--- src/rtl/wnn_test_pkg.sv ---
// Shared definitions for the WNN stream tester.
//   state_t  : tester FSM states
//   label_t  : label/result type for the default 4-bit label geometry
//   ceil_div : integer ceiling division used to size the chunk count
package wnn_test_pkg;

  typedef enum logic [2:0] {
    IDLE,
    FETCH,
    LOAD,
    SEND,
    DRAIN,
    DONE
  } state_t;

  localparam int DEFAULT_LABEL_W = 4;
  typedef logic [DEFAULT_LABEL_W-1:0] label_t;

  function automatic int ceil_div(input int num, input int den);
    return (num + den - 1) / den;
  endfunction

endpackage

--- src/rtl/label_fifo.sv ---
// Synchronous show-ahead FIFO holding the expected labels of samples in flight.
// Ports:
//   clk, rst     clock, synchronous active-high reset
//   flush        empty the FIFO (pointer reset), takes priority over push/pop
//   push, din    write din when push (honoured when full if pop is also set)
//   pop          drop the head entry (ignored when empty)
//   head         current head entry, valid while !empty
//   full, empty  occupancy flags
module label_fifo #(
  parameter int WIDTH = 4,
  parameter int DEPTH = 8
) (
  input  logic             clk,
  input  logic             rst,
  input  logic             flush,
  input  logic             push,
  input  logic [WIDTH-1:0] din,
  input  logic             pop,
  output logic [WIDTH-1:0] head,
  output logic             full,
  output logic             empty
);

  localparam int PTR_W = $clog2(DEPTH);

  logic [WIDTH-1:0] mem [DEPTH];
  // One extra wrap bit distinguishes full from empty when the indices match.
  logic [PTR_W:0]   wr_ptr;
  logic [PTR_W:0]   rd_ptr;
  logic             do_push;
  logic             do_pop;

  assign empty   = (wr_ptr == rd_ptr);
  assign full    = (wr_ptr[PTR_W] != rd_ptr[PTR_W]) &&
                   (wr_ptr[PTR_W-1:0] == rd_ptr[PTR_W-1:0]);
  assign do_pop  = pop && !empty;
  // When full, a simultaneous pop frees the head slot, which is exactly the
  // slot the write pointer addresses, so the push can proceed.
  assign do_push = push && (!full || do_pop);
  assign head    = mem[rd_ptr[PTR_W-1:0]];

  // NOTE: state registers use non-blocking assignments so every flop samples
  // pre-edge values regardless of statement order.
  always_ff @(posedge clk) begin
    if (rst || flush) begin
      wr_ptr <= '0;
      rd_ptr <= '0;
    end else begin
      if (do_push) wr_ptr <= wr_ptr + 1'b1;
      if (do_pop)  rd_ptr <= rd_ptr + 1'b1;
    end
  end

  // NOTE: storage is not reset; the pointers alone define which entries are
  // valid, so clearing the array would only cost reset fan-out.
  always_ff @(posedge clk) begin
    if (do_push) mem[wr_ptr[PTR_W-1:0]] <= din;
  end

endmodule

--- src/rtl/wnn_stream_tester.sv ---
// On-chip self-test harness for the WNN inference interface. Reads labelled
// samples from a sample ROM, streams each sample to the DUT in BUS_W chunks
// (honouring stall), queues expected labels and scores DUT results.
// Ports:
//   clk, rst              clock, synchronous active-high reset
//   start, abort          begin a run (from IDLE/DONE) / return to IDLE
//   smp_rd_en, smp_addr   ROM read strobe and sample index
//   smp_data, smp_label   ROM sample and label, valid 1 cycle after smp_rd_en
//   dut_inp_vld, dut_inp  chunk stream to the DUT
//   dut_stall             DUT did not accept the chunk this cycle
//   dut_outp_vld/dut_outp DUT result pulse and predicted class
//   busy, done            run status
//   samples_seen          results received this run
//   correct_cnt           results matching the queued label
//   err_underflow         sticky: result arrived with no label queued
module wnn_stream_tester
  import wnn_test_pkg::*;
#(
  parameter int  INPUT_BITS  = 784,
  parameter int  BUS_W       = 64,
  parameter int  LABEL_W     = 4,
  parameter int  NUM_SAMPLES = 10000,
  parameter int  FIFO_DEPTH  = 8,
  localparam int NCHUNK      = ceil_div(INPUT_BITS, BUS_W),
  localparam int CNT_W       = $clog2(NUM_SAMPLES + 1),
  localparam int ADDR_W      = (NUM_SAMPLES > 1) ? $clog2(NUM_SAMPLES) : 1
) (
  input  logic                  clk,
  input  logic                  rst,
  input  logic                  start,
  input  logic                  abort,
  output logic                  smp_rd_en,
  output logic [ADDR_W-1:0]     smp_addr,
  input  logic [INPUT_BITS-1:0] smp_data,
  input  logic [LABEL_W-1:0]    smp_label,
  output logic                  dut_inp_vld,
  output logic [BUS_W-1:0]      dut_inp,
  input  logic                  dut_stall,
  input  logic                  dut_outp_vld,
  input  logic [LABEL_W-1:0]    dut_outp,
  output logic                  busy,
  output logic                  done,
  output logic [CNT_W-1:0]      samples_seen,
  output logic [CNT_W-1:0]      correct_cnt,
  output logic                  err_underflow
);

  localparam int IDX_W = (NCHUNK > 1) ? $clog2(NCHUNK) : 1;
  localparam int PAD_W = NCHUNK * BUS_W;

  localparam logic [IDX_W-1:0]  LAST_IDX  = IDX_W'(NCHUNK - 1);
  localparam logic [ADDR_W-1:0] LAST_ADDR = ADDR_W'(NUM_SAMPLES - 1);
  localparam logic [CNT_W-1:0]  MAX_CNT   = CNT_W'(NUM_SAMPLES);

  state_t             state;
  logic [IDX_W-1:0]   idx;
  logic [PAD_W-1:0]   padded;
  logic [LABEL_W-1:0] label_q;
  logic [LABEL_W-1:0] fifo_head;
  logic               fifo_full;
  logic               fifo_empty;
  logic               fifo_push;
  logic               fifo_pop;
  logic               fifo_flush;
  logic               idle_or_done;
  logic               accept;
  logic               last_chunk;
  logic               result_ok;

  // Status and handshake outputs are pure decodes of the state register.
  assign idle_or_done = (state == IDLE) || (state == DONE);
  assign busy         = !idle_or_done;
  assign done         = (state == DONE);
  assign smp_rd_en    = (state == FETCH) && !fifo_full;
  assign dut_inp_vld  = (state == SEND);
  // Chunk bus is forced to zero outside SEND so reset/idle outputs are clean.
  assign dut_inp      = dut_inp_vld ? padded[idx*BUS_W +: BUS_W] : '0;

  assign accept     = dut_inp_vld && !dut_stall;
  assign last_chunk = (idx == LAST_IDX);
  // Results are scored only while a run is active; abort drops its cycle.
  assign result_ok  = dut_outp_vld && busy && !abort;
  assign fifo_push  = accept && last_chunk;
  assign fifo_pop   = result_ok && !fifo_empty;
  assign fifo_flush = abort || (start && idle_or_done);

  label_fifo #(
    .WIDTH (LABEL_W),
    .DEPTH (FIFO_DEPTH)
  ) u_label_fifo (
    .clk   (clk),
    .rst   (rst),
    .flush (fifo_flush),
    .push  (fifo_push),
    .din   (label_q),
    .pop   (fifo_pop),
    .head  (fifo_head),
    .full  (fifo_full),
    .empty (fifo_empty)
  );

  // Sample capture: zero-extension supplies the pad bits of the last chunk.
  always_ff @(posedge clk) begin
    if (state == LOAD) begin
      padded  <= PAD_W'(smp_data);
      label_q <= smp_label;
    end
  end

  always_ff @(posedge clk) begin
    if (rst) begin
      state         <= IDLE;
      idx           <= '0;
      smp_addr      <= '0;
      samples_seen  <= '0;
      correct_cnt   <= '0;
      err_underflow <= 1'b0;
    end else if (abort) begin
      state <= IDLE;
      idx   <= '0;
    end else begin
      case (state)
        IDLE, DONE: begin
          if (start) begin
            state         <= FETCH;
            idx           <= '0;
            smp_addr      <= '0;
            samples_seen  <= '0;
            correct_cnt   <= '0;
            err_underflow <= 1'b0;
          end
        end
        // The read strobe only fires when a label slot is free, which bounds
        // the number of samples in flight to the FIFO depth.
        FETCH: if (!fifo_full) state <= LOAD;
        LOAD:  state <= SEND;
        SEND: begin
          if (accept) begin
            if (last_chunk) begin
              idx      <= '0;
              smp_addr <= smp_addr + 1'b1;
              state    <= (smp_addr == LAST_ADDR) ? DRAIN : FETCH;
            end else begin
              idx <= idx + 1'b1;
            end
          end
        end
        DRAIN: if (samples_seen == MAX_CNT) state <= DONE;
        default: state <= IDLE;
      endcase

      if (result_ok) begin
        if (samples_seen != MAX_CNT) samples_seen <= samples_seen + 1'b1;
        if (fifo_empty) begin
          err_underflow <= 1'b1;
        end else if ((fifo_head == dut_outp) && (correct_cnt != MAX_CNT)) begin
          correct_cnt <= correct_cnt + 1'b1;
        end
      end
    end
  end

endmodule
--- config.mk ---
export PLATFORM = sky130hd
export DESIGN_NAME = wnn_stream_tester
export DESIGN_NICKNAME = d
export VERILOG_FILES = /design/src/rtl/wnn_test_pkg.sv /design/src/rtl/label_fifo.sv /design/src/rtl/wnn_stream_tester.sv
export SDC_FILE = /design/constraint.sdc
export NUM_CORES = 1
export LEC_CHECK = 0
export CAP_MARGIN = 30
export CELL_PAD_IN_SITES_DETAIL_PLACEMENT = 1
export CELL_PAD_IN_SITES_GLOBAL_PLACEMENT = 2
export CORE_AREA = 5 5 354 356
export CTS_BUF_LIST = sky130_fd_sc_hd__clkbuf_4 sky130_fd_sc_hd__clkbuf_8
export CTS_CLUSTER_DIAMETER = 30
export DETAILED_ROUTE_END_ITERATION = 10
export DIE_AREA = 0 0 359 361
export PLACE_DENSITY_LB_ADDON = 0.1
export SYNTH_ARGS = -nofsm -noshare
export SYNTH_HDL_FRONTEND = slang
export SYNTH_SLANG_ARGS = --single-unit
--- constraint.sdc ---
create_clock -name clk -period 62.2 [get_ports clk]
set_input_delay 12.44 -clock clk [delete_from_list [all_inputs] [get_ports clk]]
set_output_delay 12.44 -clock clk [all_outputs]
set_load 0.01 [all_outputs]
# After elaboration in Yosys (flattened, before gate mapping)
# Memories as Yosys holds them, arrays and structs flattened. A register that Yosys moved wholly into a read port is not among the register bits.
# Index checks and enable logic that the tools add are counted.
word_totals:
  ff_bits: 846
  ramBits: 32
  out_inout_bits: 111
  word_cells: 98
  n_memories: 1
memory_table:
  columns: ["memory", "depth", "word_bits", "rd", "rd_clocked_by_memory_dff", "write_ports", "line_no", "source"]
  rows:
  - ["u_label_fifo.mem", 8, 4, 1, 1, 1, "label_fifo.sv:26", "logic [WIDTH-1:0] mem [DEPTH];"]
classes:
  addsub: 6
  n_eq_ne: 19
  n_shift: 1
  mux: 33
  bitwise: 1
  n_reduce_logical: 27
ops:
  columns: ["cell", "count"]
  rows:
  - ["$shiftx A832 B11 Y64", 1]
  - ["$mux W14", 12]
  - ["$mux W64", 1]
  - ["$add A14 B1 Y14 const B", 3]
  - ["$eq A14 B14 Y1 const B", 2]
  - ["$ne A14 B14 Y1 const B", 2]
  - ["$pmux W14 S2", 1]
  - ["$mux W3", 8]
  - ["$pmux W3 S5", 1]
  - ["$add A4 B1 Y4 const B", 3]
  - ["$mux W4", 3]
  - ["$logic_and A1 B1 Y1", 11]
  - ["$reduce_and A5 Y1", 2]
  - ["$eq A4 B4 Y1", 2]
  - ["$pmux W4 S2", 1]
  - ["$eq A3 B2 Y1 const B", 2]
  - ["$eq A3 B3 Y1 const B", 2]
  - ["$mux W1", 6]
  - ["$ne A2 B2 Y1 const B", 3]
  - ["$logic_not A1 Y1", 5]
  - ["$eq A4 B4 Y1 const B", 1]
  - ["$logic_or A1 B1 Y1", 4]
  - ["$ne A2 B1 Y1 const B", 2]
  - ["$reduce_or A2 Y1", 2]
  - ["7 further kinds", 7]

# Depth between registers and ports, before layout
# Gate-level depths: netlist of the first run.
depth:
  ltp_word: 11
  ltp_mapped: 12
  mapped_depth_nobuf: 8

# By module
# Synthesis of the first run repeated with hierarchy kept, for this count alone.
unflattened:
  hier_cells: 1809
  hier_area_um2: 34608.2
by_module_without_submodules:
  columns: ["module", "n_inst", "cells_each", "area_each_um2", "seq_area_each_um2"]
  rows:
  - ["wnn_stream_tester", 1, 1688, 32753.9, 24663.7]
  - ["label_fifo", 1, 121, 1854.3, 1181.1]

# Worst setup path after synthesis of the first run
# Ideal clock, no wire load.
synth_path:
  path_type: "register to register"
  from: "register state[0]"
  to: "register label_q[0] (enable)"
  t_arrival_ns: 53.501
  required_ns: 59.284
  slack_ns: 5.783
  stages_incl_launch_ff: 3
  cell_sequence: "dfxtp_1 -> buf_2 -> nor3_1"
synth_via:
  elab_chain_len: 1
synth_lines:
  columns: ["item", "line_no", "source"]
  rows:
  - ["start: declaration", "wnn_stream_tester.sv:55", "state_t state;"]
  - ["start signal: assignment", "wnn_stream_tester.sv:142", "state <= (smp_addr == LAST_ADDR) ? DRAIN : FETCH;"]
  - ["$eq A3 B2 Y1", "wnn_stream_tester.sv:104", "if (state == LOAD) begin"]
  - ["end signal: assignment", "wnn_stream_tester.sv:106", "label_q <= smp_label;"]
  - ["end: declaration", "wnn_stream_tester.sv:58", "logic [LABEL_W-1:0] label_q;"]
# Every way passes these cells.
# A chain may end at the register's enable or synchronous reset.

# Worst setup path after layout of the first run
layout_path:
  from: "register idx[1]"
  to: "output dut_inp[16]"
layout_via:
  elab_chain_len: 2
layout_lines:
  columns: ["item", "line_no", "source"]
  rows:
  - ["start: declaration", "wnn_stream_tester.sv:56", "logic [IDX_W-1:0] idx;"]
  - ["start signal: assignment", "wnn_stream_tester.sv:144", "idx <= idx + 1'b1;"]
  - ["$shiftx A832 B11 Y64", "wnn_stream_tester.sv:77", "assign dut_inp = dut_inp_vld ? padded[idx*BUS_W +: BUS_W] : '0;"]
  - ["$mux W64", "wnn_stream_tester.sv:77", null]
  - ["end: declaration", "wnn_stream_tester.sv:37", "output logic [BUS_W-1:0] dut_inp,"]
# Every way passes these cells.

==> impl_metrics.yaml, run 1 <==
power_and_ir_drop:
  total_power_mw: 1.50
  p_leak_nw: 16.2
  power_density_nw_per_um2: 29.8
  ir_worst_vdd_mv: 0.0185
run:
  maxCapViolCount: 0
timing:
  tns_ps: 0
  max_freq_ghz: 0.0560
  worstMarginPinSlew_ps: 1080
  fin_crit_sh_pct: 28.7
  relSlewSlack_pct: 27.8
  final_hold_viol_count: 0
  rsz0062_at_grt: "no"
  drv_slew: 0
  period_needed_ps: 17860
  skew_ps: 57.1
  finalSetupViolations: 0
yosys:
  synth_edf_count: 820
  yosysWarnings: 0
  synth_nets: 2569
  ys_async_sr_fraction_pct: 0
  yosys.area.top_type: "edfxtp_1"
  avgSynthCellArea_sq_um: 19.5
  synth_area_sq_um: 34300
  yosysUniqueCellTypes: 60
  ys_seq_elements: 881
  synthCells: 1762
  synth_top_area_share_pct: 71.8
  synth_ff_type: "edfxtp_1"
  synth_area_leaders: "edfxtp_1 72%, mux4_2 13%, dfxtp_1 3.6%"
  seq_area_frac_synth_pct: 75.3
finish:
  area.sequential_sq_um: 25900
  layout.nets: 3645
  mostFrequentLayoutCells: "908 x clkdlybuf4s50_1, 820 x edfxtp_1, 227 x clkbuf_8"
  nFillCells: 12052
  drive_gt1_share_pct: 20.2
  multi_input_area_sq_um: 8020
  final_common_cell: "clkdlybuf4s50_1"
  areaGrowthSynthToFinish_pct: 46.9
grt:
  grt_max_degree: 105
  grt_pass1_wl_microns: 178000
  antenna_found_initial: 92
  grt_pass1_vias: 24160
  grt_overflow: 0
  track_usage_pct: 19.3
critical_path:
  cpMaxStageDelayCell: "buf_4"
  cp_common_cell: "buf_4"
  r2r_slack_ps: 58430
  ff2ff_path_depth: 8
  cpPeakStageDelay_ps: 770
  crit_arrival_ps: 5420
  crit_type: "reg -> out"
  reg2reg_to: "padded[44]"
  cp.required_ps: 49760
  r2r-start: "state[1]"
  critPathMaxFanout: 52
  path_cells: "buf_4 > buf_4 > buf_4 > mux4_2 > mux2i_1 > nor2_1 > a21oi_1 > nor2_1 > clkdlybuf4s50_1"
  end_kind: "primary output"
  start_kind: "register"
die:
  dieArea_sq_um: 130000
  die_h_microns: 361
  pin_count: 909
  die_w_microns: 359
  coreArea_sq_um: 121000
  core.rowCount: 128
  initial_core_util_pct: 28.3
cts:
  postCtsHoldBufs: 0
  cts.sinks: 881
  clkSlewWorstSetupHoldPaths_ps: 40
  h-tree-depth: 4
  postCtsSetupBuffers: 0
  ctsResizeCount: 0
  clockRootBuffer: "clkbuf_8"
  cts_tree: "yes"
  cts.path.max_buffers: 3
  clock_latency_ps: 900
  cts_buffers: 223
placement:
  gp_congestion: 0.813
  io_buffers: 908
  dp_hpwl_microns: 95800
hold_path:
  worst_hold_path.endpoint: "err_underflow"
  hold_depth: 2
  hp-start: "err_underflow"
  hold_class: "reg -> reg"
detailed_routing:
  drt_iter0_markers: 1371
  vias_per_cell: 4.61
  postRouteAntennaNets: 0
  wl_per_cell_microns: 27.5
  vias: 21580
  route.detailed.drc: 0
  wirelength_microns: 129000
  dr.pass1.iters: 4
run_status:
  outcome: "completed"
==> synth_stat cells, types with 2 or more instances <==
master and number:
nand4b_1 2, nor2_1 190, dfxtp_1 61, mux4_1 5
inv_1 16, nand3b_1 2, a311oi_1 3, and4_1 2
nand4_1 9, o32a_1 2, a221o_2 3, nor4b_1 2
o21ai_0 13, or3_1 5, and3_1 5, nand2_1 28
a21o_2 3, buf_4 4, a21oi_1 62, clkbuf_1 46
a22oi_1 3, xnor2_1 11, nor4_1 9, mux4_2 192
or2_2 4, and2_1 2, nor3_1 21, a221oi_1 16
nand3_1 20, a22o_2 3, buf_1 19, nor2b_1 9
xor2_1 22, buf_2 20, a211oi_1 8, buf_6 2
nand2b_1 4, a221o_1 3, or4b_1 2, mux2i_1 82
ha_1 9, edfxtp_1 820
==> logic make-up (layout without fill, tap and decap cells) <==
family          count (synthesis)  after routing  share of synthesized area [%]
simple gates                  325            325                           4.32
buf+inv                       108           1370                           1.37
compound gates                126            126                           2.41
flops                         881            881                           75.3
fa+ha+maj                       9              9                          0.328
xor+xnor                       33             33                          0.842
other cells                     0             29                              0
mux                           280            280                           15.4
==> critical path: cells and delay by family, from the launching register on <==
kind | cells | cell delay (ps)
AOI/OAI and AO/OA | 1 | 100
buffers and inverters | 4 | 2590
DFF | 1 | 730
muxes | 2 | 420
and+or+nand+nor | 2 | 630
==> state kept, by name, indices dropped and copies added, names as in the netlist, named ones only <==
register / flops
state: 3
correct_cnt: 14
u_label_fifo.rd_ptr: 4
padded: 784
samples_seen: 14
smp_addr: 14
label_q: 4
u_label_fifo.mem: 32
err_underflow: 1
idx: 4
u_label_fifo.wr_ptr: 4
==> worst max path at each step <==
stage	startpoint	end	slack, ps	depth (start not counted)
floorplan	state[0]	label_q[0]	5780	2
global placement	idx[1]	dut_inp[16]	45040	9
detailed placement	idx[1]	dut_inp[16]	45070	9
CTS	idx[1]	dut_inp[16]	44070	9
global route	idx[1]	dut_inp[16]	44010	9
finish	idx[1]	dut_inp[16]	44340	9
==> power breakdown <==
part	internal, mW	leakage [nW]	switching (mW)	total, mW
clock	0.465	2.45	0.291	0.756
combinational	0.0566	5.84	0.0257	0.0822
sequential	0.660	7.91	0.00345	0.663
==> final cells by class <==
class,instances,share of cell area (%)
Clock buffer,252,6.57
Sequential cell,881,51.3
Timing Repair Buffer,943,18.9
Inverter,16,0.119
Multi-Input combinational cell,773,15.9
Antenna cell,29,0.144
Tap cell,1625,4.03
Clock inverter,159,3.01
==> layer usage <==
metal | track usage [%] | vias up | wire length (microns) | share of wire [%]
li1 | - | 9410 | - | -
met4 | 6.10 | 66 | 3010 | 2.3
met5 | 0 | - | 423 | 0.33
met1 | 19.7 | 10955 | 45100 | 35
met3 | 8.48 | 274 | 11500 | 8.9
met2 | 35.4 | 875 | 68700 | 53
==> per-stage QoR <==
stage / hold WS (ps) / instance area, sq um / util (%) / setup slack [ps] / instances
after CTS: 537 / 50200 / 41.4 / 44070 / 4645
after global routing: 542 / 50400 / 41.5 / 44010 / 4664
after detailed placement: 529 / 45400 / 37.4 / 45070 / 4234
after floorplan: 470 / 34300 / - / 5780 / 1762
after global placement: 519 / 45300 / 37.3 / 45040 / 4229
final: 510 / 50400 / 41.5 / 44340 / 4678
No activity file was read; power rests on OpenSTA's default activity.
==> inputs of run 2 (changes only) <==
- clock period: 62.2 -> 16.8 ns (I/O delays scaled with it)
==> impl_metrics.yaml, run 2 (synthesized netlist as in run 1, its figures left out) <==
power_and_ir_drop:
  ir_worst_vdd_mv: 0.0748
  power_density_nw_per_um2: 116
  p_leak_nw: 16.5
detailed_routing:
  vias_per_cell: 4.60
  route.detailed.drc: 0
  drt_iter0_markers: 1330
  vias: 21623
  dr.pass1.iters: 7
  wirelength_microns: 129000
  postRouteAntennaNets: 0
  wl_per_cell_microns: 27.4
cts:
  cts_buffers: 229
  cts.sinks: 881
  postCtsHoldBufs: 0
  cts_tree: "yes"
  h-tree-depth: 4
  postCtsSetupBuffers: 0
  clockRootBuffer: "clkbuf_8"
  clkSlewWorstSetupHoldPaths_ps: 50
  clock_latency_ps: 940
  ctsResizeCount: 0
  cts.path.max_buffers: 3
critical_path:
  end_kind: "primary output"
  crit_arrival_ps: 5900
  r2r_slack_ps: 12030
  startpoint: "idx[0]"
  cp.required_ps: 13440
  reg2reg_to: "padded[561]"
  ff2ff_path_depth: 8
  critPathMaxFanout: 38
  crit_type: "reg -> out"
  crit_end: "dut_inp[18]"
  r2r-start: "state[1]"
  start_kind: "register"
finish:
  largest_reg_flops: 784
  final_common_cell: "clkdlybuf4s50_1"
  layout.nets: 3650
  mostFrequentLayoutCells: "908 x clkdlybuf4s50_1, 820 x edfxtp_1, 236 x clkbuf_8"
  drive_gt1_share_pct: 21.5
  areaGrowthSynthToFinish_pct: 48.6
  stdcell_count: 4702
  largest-register: "padded"
die:
  die_w_microns: 359
  coreArea_sq_um: 121000
  initial_core_util_pct: 28.3
  dieArea_sq_um: 130000
  pin_count: 909
  die_h_microns: 361
  core.rowCount: 128
hold_path:
  hold_class: "reg -> reg"
run:
  maxCapViolCount: 0
grt:
  grt_overflow: 0
  antenna_found_initial: 94
  grt_pass1_vias: 24341
  grt_pass1_wl_microns: 179000
  grt_max_degree: 109
  track_usage_pct: 19.5
timing:
  fin_crit_sh_pct: 55.1
  relSlewSlack_pct: 32.9
  worstMarginPinSlew_ps: 1010
  final_hold_viol_count: 0
  fin_ws_ps: 7540
  max_freq_ghz: 0.108
  skew_ps: 54.6
  period_needed_ps: 9260
  rsz0062_at_grt: "no"
  drv_slew: 0
  finalSetupViolations: 0
run_status:
  outcome: "completed"
placement:
  dp_cells: 4233
  io_buffers: 908
  dp_hpwl_microns: 95000
  pre_cts_slack_ps: 8210
  gp_congestion: 0.811
-- run 2: cell count changes in the layout (fill, tap and decap cells not counted), moves of 3 or more --
cell        previous run  this run
clkinvlp_4            20        27
clkinv_2              45        42
clkbuf_8             227       236
clkinv_1              53        29
diode_2               29        37
clkbuf_4              25        34
bufinv_16             26        38
-- run 2: area by class of cell --
class                      instances  area, sq um
timing repair buffer             942         9500
multi-input combinational        773         8030
clock inverter                   158         1920
sequential                       881        25900
tap                             1625         2030
clock buffer                     270         3500
fill                           12107        70400
antenna                           37         92.6
inverter                          16         60.1
-- run 2: per-layer routing --
metal	share of wire [%]	GRT usage, %
met2	53	35.4
met4	2.3	5.62
met3	9.3	8.57
met1	35	20.5
met5	0.27	0
-- run 2: how the worst min path moves through the flow --
stage,from,to,slack (ps),cells after the start
5_1_grt,u_label_fifo.wr_ptr[3],u_label_fifo.wr_ptr[3],550,2
3_5_place_dp,u_label_fifo.wr_ptr[3],u_label_fifo.wr_ptr[3],510,2
6_report,u_label_fifo.wr_ptr[3],u_label_fifo.wr_ptr[3],510,2
4_1_cts,u_label_fifo.wr_ptr[3],u_label_fifo.wr_ptr[3],520,2
3_3_place_gp,u_label_fifo.wr_ptr[3],u_label_fifo.wr_ptr[3],510,2
2_1_floorplan,u_label_fifo.wr_ptr[3],u_label_fifo.wr_ptr[3],470,2
-- run 2: critical path, cell delays in order, from the launching register on --
cell and delay (ps):
dfxtp_4 750, buf_4 760, buf_4 610, buf_4 710, mux4_2 580, mux2i_1 460
nor2_1 100, a21oi_1 150, nor2_1 60, clkdlybuf4s50_1 610
-- run 2: power breakdown --
part | switching [mW] | internal [mW] | total (mW)
logic | 0.0955 | 0.210 | 0.305
registers | 0.0127 | 2.44 | 2.46
clock network | 1.15 | 1.99 | 3.14
-- run 2: per-stage QoR --
stage                     hold slack (ps)  utilization (%)  power (mW)  setup TNS (ps)  area [sq um]
after floorplan                       470                -        2.61        -2185730         34300
after global placement                507             37.3        2.80               0         45300
after detailed placement              505             37.4        2.81               0         45400
after CTS                             518             41.8        5.99               0         50800
after global routing                  555             42.0        6.14               0         50900
final                                 509             42.0        5.90               0         51000
==> inputs of run 3 (changes only) <==
- clock period: 16.8 -> 8.8 ns (I/O delays scaled with it)
==> impl_metrics.yaml, run 3 (synthesized netlist as in run 1, its figures left out) <==
run_status:
  outcome: "completed"
cts:
  clockRootBuffer: "clkbuf_8"
  clkSlewWorstSetupHoldPaths_ps: 50
  postCtsHoldBufs: 0
  cts.sinks: 881
  cts_tree: "yes"
  clock_latency_ps: 900
  cts_buffers: 219
  postCtsSetupBuffers: 0
  ctsResizeCount: 0
  h-tree-depth: 4
  cts.path.max_buffers: 3
detailed_routing:
  vias: 21433
  wirelength_microns: 127000
  postRouteAntennaNets: 0
  wl_per_cell_microns: 27.1
  drt_iter0_markers: 1158
  route.detailed.drc: 0
  dr.pass1.iters: 5
  vias_per_cell: 4.58
critical_path:
  cpMaxStageDelayCell: "nand3b_1"
  critPathMaxFanout: 29
  cp.required_ps: 7040
  critical-path-top-delay-family: "buffers and inverters"
  end_kind: "primary output"
  critical_path_buf_inv_count: 3
  cp_common_cell: "buf_4"
  crit_arrival_ps: 4180
  path_cells: "nand3b_1 > buf_4 > buf_4 > nor2_1 > clkdlybuf4s50_1"
  cp.depth: 5
  cpPeakStageDelay_ps: 780
  start_kind: "register"
  ff2ff_path_depth: 8
  r2r_slack_ps: 5230
  crit_type: "reg -> out"
power_and_ir_drop:
  ir_worst_vdd_mv: 0.145
  swShare_pct: 20.8
  power_density_nw_per_um2: 218
  p_seq_share_pct: 42.5
  internal_power_mw: 8.73
  p_leak_nw: 16.3
  netSwitchingPower_mw: 2.29
  pwr-share-comb_pct: 5.3
  p_clk_share_pct: 52.2
hold_path:
  hold_class: "reg -> reg"
  hold_depth: 2
grt:
  grt_overflow: 0
  grt_pass1_vias: 24103
  track_usage_pct: 19.1
  grt_max_degree: 190
  grt_pass1_wl_microns: 176000
  antenna_found_initial: 106
finish:
  drive_gt1_share_pct: 20.3
  nFillCells: 12083
  largest-register: "padded"
  layout.nets: 3632
  areaGrowthSynthToFinish_pct: 47.6
  utilization_pct: 41.7
  largest_reg_flops: 784
  final_common_cell: "clkdlybuf4s50_1"
  mostFrequentLayoutCells: "908 x clkdlybuf4s50_1, 820 x edfxtp_1, 227 x clkbuf_8"
timing:
  period_needed_ps: 5940
  final_hold_viol_count: 0
  fin_crit_sh_pct: 67.5
  relSlewSlack_pct: 25.3
  worstMarginPinSlew_ps: 1120
  rsz0062_at_grt: "no"
  max_freq_ghz: 0.168
  drv_slew: 0
  finalSetupViolations: 0
  skew_ps: 34.9
  hold_slack_ps: 496
  fin_ws_ps: 2860
placement:
  pre_cts_slack_ps: 3570
  gp_congestion: 0.833
  dp_hpwl_microns: 94000
  io_buffers: 908
die:
  coreArea_sq_um: 121000
  die_h_microns: 361
  initial_core_util_pct: 28.3
  pin_count: 909
  dieArea_sq_um: 130000
  core.rowCount: 128
  die_w_microns: 359
run:
  maxCapViolCount: 0
run 3: final timing paths:
kind	from	end
setup reg to reg	idx[1]	u_label_fifo.mem[4][1]
setup / recovery	state[0]	dut_inp[55]
hold reg to reg	err_underflow	err_underflow
hold / removal	err_underflow	err_underflow
run 3: stage by stage:
| step | power, mW | TNS, ps | area (sq um) | cells |
|---|---|---|---|---|
| final | 11.0 | 0 | 50600 | 4683 |
| after global routing | 11.5 | 0 | 50600 | 4651 |
| after CTS | 11.2 | 0 | 50500 | 4637 |
| after detailed placement | 5.36 | 0 | 45400 | 4228 |
| after global placement | 5.34 | 0 | 45300 | 4226 |
| after floorplan | 4.98 | -8489730 | 34300 | 1762 |
run 3: worst register-to-register path, cell delays in order (launching register included):
cell	delay, ps
dfxtp_4	510
buf_12	360
inv_1	550
ha_1	160
and4b_1	270
nand2_1	140
a21oi_1	420
nand2_1	240
nor3_1	550
run 3: routing by layer:
| metal | track usage [%] | vias up | part of all wire (%) |
|---|---|---|---|
| li1 | - | 9428 | - |
| met1 | 19.5 | 10790 | 35 |
| met2 | 34.7 | 862 | 53 |
| met3 | 9.00 | 289 | 9.5 |
| met4 | 5.96 | 64 | 2.4 |
| met5 | 0 | - | 0.33 |
run 3: layout make-up:
type	instances	area [sq um]	share of cell area [%]
flip-flops and latches	881	25900	51.1
clock buffers	245	3260	6.44
diodes	45	113	0.222
well taps	1625	2030	4.02
repair buffers	934	9400	18.6
clock inverters	164	1890	3.72
multi-input cells	773	8030	15.8
inverters	16	60.1	0.119
run 3: power groups by stage:
| stage | sequential (mW) | clock, mW | combinational [mW] |
|---|---|---|---|
| floorplan | 4.81 | 0 | 0.163 |
| global placement | 4.77 | 0 | 0.579 |
| detailed placement | 4.77 | 0 | 0.590 |
| CTS | 4.69 | 5.93 | 0.593 |
| global route | 4.69 | 6.16 | 0.622 |
| finish | 4.69 | 5.76 | 0.581 |
